File: config.mk
export PLATFORM = sky130hd
export DESIGN_NAME = sample_capture_fifo
export DESIGN_NICKNAME = d
export VERILOG_FILES = /design/src/rtl/sample_capture_fifo.sv
export SDC_FILE = /design/constraint.sdc
export NUM_CORES = 1
export LEC_CHECK = 0
export CAP_MARGIN = 20
export CORE_MARGIN = 2
export CORE_UTILIZATION = 35
export DETAILED_ROUTE_END_ITERATION = 8
export PLACE_DENSITY = 0.61
export SYNTH_ARGS = -nofsm -noshare
export SYNTH_HDL_FRONTEND = slang
export SYNTH_SLANG_ARGS = --single-unit
File: constraint.sdc
create_clock -name clk -period 2 [get_ports clk]
set_input_delay 0.4 -clock clk [delete_from_list [all_inputs] [get_ports clk]]
set_output_delay 0.4 -clock clk [all_outputs]
set_load 0.005 [all_outputs]
File: src/rtl/sample_capture_fifo.sv
// Capture FIFO for strobed filter samples, drained over a valid/ready handshake.
// Optional build macro CAPTURE_OVF_COUNT_EN adds a saturating dropped-sample counter.
module sample_capture_fifo #(
  parameter int DATA_IN_LEN = 10,
  parameter int DEPTH_LOG2  = 2
) (
  input  logic                   clk,
  input  logic                   rst_n,
  input  logic [DATA_IN_LEN-1:0] data_in,
  input  logic                   strobe_in,
  input  logic                   rd_ready,
  output logic                   rd_valid,
  output logic [DATA_IN_LEN-1:0] rd_data,
  output logic [DEPTH_LOG2:0]    level,
  output logic                   overflow,
  input  logic                   ovf_clear,
  output logic [7:0]             ovf_count
);

  localparam int DEPTH = 1 << DEPTH_LOG2;
  localparam logic [DEPTH_LOG2:0]   LVL_FULL = (DEPTH_LOG2+1)'(DEPTH);
  localparam logic [DEPTH_LOG2:0]   LVL_ONE  = (DEPTH_LOG2+1)'(1);
  localparam logic [DEPTH_LOG2-1:0] PTR_ONE  = DEPTH_LOG2'(1);

  logic [DEPTH-1:0][DATA_IN_LEN-1:0] mem;
  logic [DEPTH_LOG2-1:0]             wr_ptr, rd_ptr;
  logic                              push, pop, drop;

  assign rd_valid = (level != '0);
  assign rd_data  = mem[rd_ptr];
  assign pop      = rd_valid & rd_ready;
  // A full FIFO still accepts a sample when the head leaves in the same cycle.
  assign push     = strobe_in & ((level < LVL_FULL) | pop);
  assign drop     = strobe_in & ~push;

  always_ff @(posedge clk or negedge rst_n) begin
    if (!rst_n) begin
      mem    <= '0;
      wr_ptr <= '0;
      rd_ptr <= '0;
      level  <= '0;
    end else begin
      if (push) begin
        mem[wr_ptr] <= data_in;
        wr_ptr      <= wr_ptr + PTR_ONE;
      end
      if (pop) rd_ptr <= rd_ptr + PTR_ONE;
      case ({push, pop})
        2'b10:   level <= level + LVL_ONE;
        2'b01:   level <= level - LVL_ONE;
        default: level <= level;
      endcase
    end
  end

  // A drop in the same cycle as a clear wins, so the event is never lost.
  always_ff @(posedge clk or negedge rst_n) begin
    if (!rst_n)         overflow <= 1'b0;
    else if (drop)      overflow <= 1'b1;
    else if (ovf_clear) overflow <= 1'b0;
  end

`ifdef CAPTURE_OVF_COUNT_EN
  always_ff @(posedge clk or negedge rst_n) begin
    if (!rst_n) ovf_count <= 8'd0;
    else if (drop) begin
      if (ovf_clear)                ovf_count <= 8'd1;
      else if (ovf_count != 8'hFF)  ovf_count <= ovf_count + 8'd1;
    end else if (ovf_clear) ovf_count <= 8'd0;
  end
`else
  assign ovf_count = 8'd0;
`endif

endmodule

==> results of run 1 <==
==> critical path, stage by stage (launching register included) <==
cell,delay (ps)
dfrtp_1,420
buf_12,130
buf_6,100
mux4_2,500
buf_2,150
==> placed cells by master (no fill, tap or decap), types with 5 or more instances in the layout <==
cell type        count
buf_2               10
clkdlybuf4s50_1     17
inv_1                7
mux4_2              10
conb_1               8
dfrtp_1             47
ha_1                 5
buf_4               15
buf_6                7
mux2_4              40
clkbuf_8             6
==> through the flow <==
step	cell area, um^2	cells	hold slack, ps
floorplan	2446	152	104.4
global placement	2809	258	387.3
finish	2994	277	61.69
CTS	2978	277	69.49
detailed placement	2809	258	412.9
global route	2994	277	84.13
==> layout make-up <==
| cell class | count | area (um^2) | share of cell area |
|---|---|---|---|
| multi-input cells | 83 | 1104 | 0.3686 |
| well taps | 80 | 100.1 | 0.03343 |
| clock buffers | 6 | 82.58 | 0.02758 |
| clock inverters | 2 | 38.79 | 0.01295 |
| repair buffers | 51 | 440.4 | 0.1471 |
| inverters | 7 | 26.28 | 0.008776 |
| flip-flops and latches | 48 | 1202 | 0.4016 |
==> how the worst min path moves through the flow <==
stage	from	end	slack, ps	cells after the start
after floorplan	rst_n	level[0]	100	0
after global placement	rst_n	mem[9]	390	1
after detailed placement	rst_n	mem[19]	410	1
after CTS	rst_n	mem[19]	70	1
after global routing	rst_n	mem[9]	80	1
final	rst_n	mem[19]	60	1
==> what timing repair did <==
action                     4_1_cts  5_1_grt
buffers inserted                11        0
gates resized for setup         46        4
setup endpoints to repair       11       11
pin swaps                        0        1
==> state kept, by name, summed over array words and instances (netlist names) <==
signal	flops
wr_ptr	2
overflow	1
mem	40
rd_ptr	2
level	3
==> per-layer routing <==
layer  vias up  part of all wire  track usage
met5         -                 0            0
met4         0             0.014      0.04895
met3         7             0.039      0.03318
met2        29              0.49       0.2214
met1       672              0.46       0.1866
li1        598                 -            -
==> kinds of logic after synthesis <==
family | Yosys count | share of synthesized area
XOR/XNOR | 6 | 0.02172
other | 1 | 0.001550
multiplexers | 52 | 0.3501
AND/OR/NAND/NOR | 9 | 0.02999
adder cells (fa/ha/maj) | 6 | 0.03413
AO/OA/AOI/OAI | 2 | 0.006724
buffers and inverters | 21 | 0.05946
flip-flops | 48 | 0.4964
==> power by group through the flow <==
| stage | Sequential, uW | Combinational, uW | Clock [uW] |
|---|---|---|---|
| detailed placement | 1810 | 2440 | 0 |
| finish | 1770 | 2480 | 742 |
| floorplan | 1700 | 1610 | 0 |
| global placement | 1750 | 2370 | 0 |
| global route | 1830 | 2680 | 800 |
| CTS | 1770 | 2470 | 753 |
==> metrics.md, run 1 <==
| Metric | Value |
|---|---|
| CTS tree | built |
| Drt first pass iters | 4 |
| Internal power | 3534 uW |
| Top post-synthesis cells by count | dfrtp_1 (48), mux2_4 (40), mux4_2 (10) |
| Vias per cell | about 4.7 |
| Combinational fraction of design power | 0.497 |
| Critical Path Sink | rd_data[5] |
| Startpoint Class | flop |
| Worst Path Required | ~1600 ps |
| VDD IR max | about 610 uV |
| Latest clock arrival within the worst-skew pair | ~300 ps |
| Synth Register Bits | 48 |
| Worst-Margin Slew | 530.0 ps |
| Die Wd | 87.15 um |
| Area share of the largest cell type after synthesis | 0.4964 |
| Reg-to-Reg End | level[2] |
| Ranking of synthesized cells by area | dfrtp_1 (50%), mux2_4 (25%), mux4_2 (9.3%) |
| Final core utilization | 0.4431 |
| Final hold violations | 0 |
| Setup TNS | -7.088 ps |
| Worst-path maximum fanout | 4 |
| F_max | about 0.50 GHz |
| Area Growth Syn to Fin | 23.73% |
| Initial antenna violation count | 0 |
| P per Cell Area | 1667 nW/um^2 |
| Ys flop type | dfrtp_1 |
| Sequential-to-total area share from yosys stat | 0.4964 |
| Worst min-delay path class | input pin to async pin |
| Row count | 30 |
| Final min period | about 2000 ps |
| Via count | 1,306 |
| RSZ-0062 raised after global routing | yes |
| Worst EP arrival | about 1600 ps |
| Kind of critical path | flop to output pin |
| Crit share post-route | 1.004 |
| Worst Reg-to-Reg Cells | 8 |
| Placer's final routability congestion estimate | 0.7074 |
| Worst setup path start | rd_ptr[0] |
| Post-synth EDFFs | 0 |
| Status | complete, but fails checks |
| Tot Pwr | around 5000 uW |
| Leading area contributor after synthesis | dfrtp_1 |
| Reg-to-Reg Start | level[0] |
| Inserted Diodes | 0 |
| Filler cells | 606 |
| Vias in the first global route | 1,499 |
| I/O pins | 38 |
| Largest net degree at the start of global routing | 25 |
| Clk pwr share | 0.149 |
| DRC | 0 |
| Die Area | 7595 um^2 |
| First-pass GRT wire length | just under 8 mm |
| Bufs on Longest Clock Path | 2 |
| Slew Limit Fails | 0 |
| Clk sinks | 48 |
| CP endpoint kind | output pin |
| Ys Warns | 0 |
| Cell variety after synth | 21 |
| Synth Instances | about 150 |
| Top-count cell post-synth | dfrtp_1 |
| Final nets | 217 |
| Static leakage | ~0.0014 uW |
| Routed WL | between 4 and 5 mm |
| DRT iter0 DRCs | 64 |
| Number of port buffers | 29 |
| Gr ovfl total | 0 |
| Setup slack after layout | -7.088 ps |
| HPWL after DPL | around 3.2 mm |
| Starting Density | 0.3581 |
| Core ar. | ~6800 um^2 |
| Sw frac | 0.2920 |
| DR WL/cell | about 17 um |
| Flop2flop setup slack | 140 ps |
| Setup Skew | 7.323 ps |
| Dpl ws | -292.8 ps |
| Worst-path clk slew | about 90 ps |
| Die Y | approximately 87 um |
| Psw | roughly 1500 uW |
| Max-Cap Viols | 0 |
| Num CTS Buffers | 5 |
| Failing checks | negative setup slack |
| Remaining antenna violation count | 0 |
| Hold bufs inserted after CTS | 0 |
| Syn avg cell area | 16.69 um^2 |
| Layout cells sized above 1 | 0.5127 |
| Seq pwr share | 0.355 |
| Mapped Area | 2420 um^2 |
| Post-synth ARST share | 1.000 |
| Final setup fails | 1 |
| Slew HR | 0.6466 |
| # H-tree levels | 2 |
| Total GRT Usage | 0.1391 |
| Root buf cell | clkbuf_8 |
Power figures use the tool's default switching activity.
==> run 2, diff against run 1 <==
--- a/config.mk
+++ b/config.mk
@@ -8,7 +8,7 @@
 export CAP_MARGIN = 20
 export CORE_MARGIN = 2
-export CORE_UTILIZATION = 35
+export CORE_UTILIZATION = 45
 export DETAILED_ROUTE_END_ITERATION = 8
-export PLACE_DENSITY = 0.61
+export PLACE_DENSITY = 0.74
 export SYNTH_ARGS = -nofsm -noshare
 export SYNTH_HDL_FRONTEND = slang
==> constraint.sdc (replaced) <==
create_clock -name clk -period 2 [get_ports clk]
set_input_delay 0.4 -clock clk [delete_from_list [all_inputs] [get_ports clk]]
set_output_delay 0.4 -clock clk [all_outputs]
set_load 0.05 [all_outputs]
==> run 2 against run 1 <==
The run now ends clean. Register-to-register slack improved by 60 ps. Hold slack lost 7.2 ps. Cell area decreased by 2.4%. Largest cell class unchanged.
==> metrics.md, run 2 (synthesized netlist as in run 1, its figures left out) <==
| Metric | Value |
|---|---|
| Status | completed |
| Total GRT Usage | 0.1671 |
| DR WL/cell | ~18 um |
| Core ar. | ~5100 um^2 |
| RSZ-0062 raised after global routing | yes |
| Via count | 1,300 |
| Inserted Diodes | 0 |
| Final nets | ~210 |
| Register with the most flip-flops | mem |
| CP Depth | 3 |
| Routed WL | 4.597 mm |
| Clk sinks | 48 |
| Most frequent cells in the layout | dfrtp_1 (47), mux2_4 (40), clkdlybuf4s50_1 (15) |
| Drt first pass iters | 2 |
| Final Hold Slack | 54.45 ps |
| Critical path buffers and inverters | 2 |
| Layout cells sized above 1 | 0.4892 |
| F_max | a little over 0.5 GHz |
| Die Area | roughly 6000 um^2 |
| Slew HR | 0.6666 |
| First-pass GRT wire length | around 7.6 mm |
| Die Y | slightly below 80 um |
| Vias per cell | between 5 and 6 |
| Worst Reg-to-Reg Cells | 7 |
| Slew Limit Fails | 0 |
| DRC | 0 |
| Area Growth Syn to Fin | 20.73% |
| Max-Cap Viols | 0 |
| Max reg flops | 40 |
| Worst min-delay path class | input pin to async pin |
| # H-tree levels | 2 |
| Biggest regs | mem: 40 flops, level: 3 flops |
| Setup Skew | 3.960 ps |
| Final min period | 1950 ps |
| Worst-path maximum fanout | 6 |
| Final hold violations | 0 |
| Kind of critical path | flop to output pin |
| Placer's final routability congestion estimate | between 0.7 and 0.8 |
| Critical path, cell by cell | buf_6 -> mux4_2 -> buf_6 |
| Placed Cells | 247 |
| DRT iter0 DRCs | 84 |
| Initial antenna violation count | 0 |
| Worst-path clk slew | 90 ps |
| Root buf cell | clkbuf_8 |
| Fin cells | about 260 |
| Most common cell after layout, fill and taps aside | dfrtp_1 |
| Starting Density | 0.4708 |
| Most Frequent Cell on Critical Path | buf_6 |
| Latest clock arrival within the worst-skew pair | ~300 ps |
| Worst Path Required | between 1500 and 2000 ps |
| Largest net degree at the start of global routing | 29 |
| CP endpoint kind | output pin |
| Worst EP arrival | between 1500 and 2000 ps |
| Number of port buffers | 29 |
| Row count | 26 |
| Gr ovfl total | 0 |
| Final setup fails | 0 |
| Crit share post-route | 0.9749 |
| I/O pins | 38 |
| Delay-heaviest family, CP | multiplexers |
| Delay of the slowest critical-path stage | between 500 and 600 ps |
| Worst-Margin Slew | between 400 and 500 ps |
| CTS tree | built |
| Master of the slowest instance on the critical path | mux4_2 |
| Num CTS Buffers | 5 |
| Die Wd | roughly 77 um |
| Startpoint Class | flop |
| Bufs on Longest Clock Path | 2 |
| HPWL after DPL | 3.166 mm |
| Vias in the first global route | between 1k and 1.5k |
| Remaining antenna violation count | 0 |
==> run 2: cell types whose count changed in the layout (fill, tap and decap cells not counted), moves of 2 or more <==
| cell | previous run | this run |
|---|---|---|
| clkdlybuf4s50_1 | 17 | 15 |
| buf_4 | 15 | 10 |
| buf_6 | 7 | 12 |
| buf_2 | 10 | 1 |
==> run 2: final cells by class <==
| type | count | area, um^2 |
|---|---|---|
| Clock buffer | 6 | 72.57 |
| Clock inverter | 2 | 35.03 |
| Fill cell | 414 | 2218 |
| Inverter | 7 | 26.28 |
| Multi-Input combinational cell | 83 | 1111 |
| Sequential cell | 48 | 1202 |
| Tap cell | 70 | 87.58 |
| Timing Repair Buffer | 40 | 386.6 |
==> run 2: worst reg2reg max path, delay by kind of cell, from the launching register on <==
kind / cells / cell delay (ps)
buffers and inverters: 1 / 50
AOI/OAI and AO/OA: 1 / 190
adders and majority gates: 2 / 560
xor gates and xnor gates: 2 / 330
and+or+nand+nor: 1 / 140
DFF: 1 / 440
==> run 2: repair_timing <==
item / in CTS / in global routing
buffers inserted: 0 / 1
setup endpoints to repair: 1 / 11
pin swaps: 0 / 2
hold buffers: 0 / 0
gates cloned: 0 / 0
gates resized for setup: 1 / 16
==> run 2: layer usage <==
metal,part of all wire,wire [um],GRT usage,up-vias
li1,-,-,-,569
met5,0,0,0,-
met3,0.038,173,0.04535,6
met4,0.0096,44,0.04286,0
met2,0.51,2324,0.2670,28
met1,0.45,2054,0.2278,697
==> run 2: path summary, 6_finish.rpt <==
| kind | slack, ps | startpoint | end |
|---|---|---|---|
| max | 50 | rd_ptr[0] | rd_data[2] |
| min | 50 | rst_n | mem[19] |
| max reg2reg | 200 | level[0] | level[2] |
| min reg2reg | 520 | mem[29] | mem[29] |
| max in group asynchronous | 1210 | rst_n | mem[34] |
| min in group clk | 520 | mem[29] | mem[29] |
==> run 2: stage by stage <==
step	setup slack, ps	TNS, ps	area, um^2	util
floorplan	45.80	0	2447	-
global placement	-112.5	-112.5	2750	0.5351
detailed placement	-292.6	-343.6	2750	0.5351
CTS	0.9284	0	2856	0.5557
global route	-40.88	-212.5	2922	0.5684
finish	50.24	0	2922	0.5684
Power of run 2 is not shown: default switching activity piles up to over one toggle a cycle in this logic, so the estimate is an artifact.
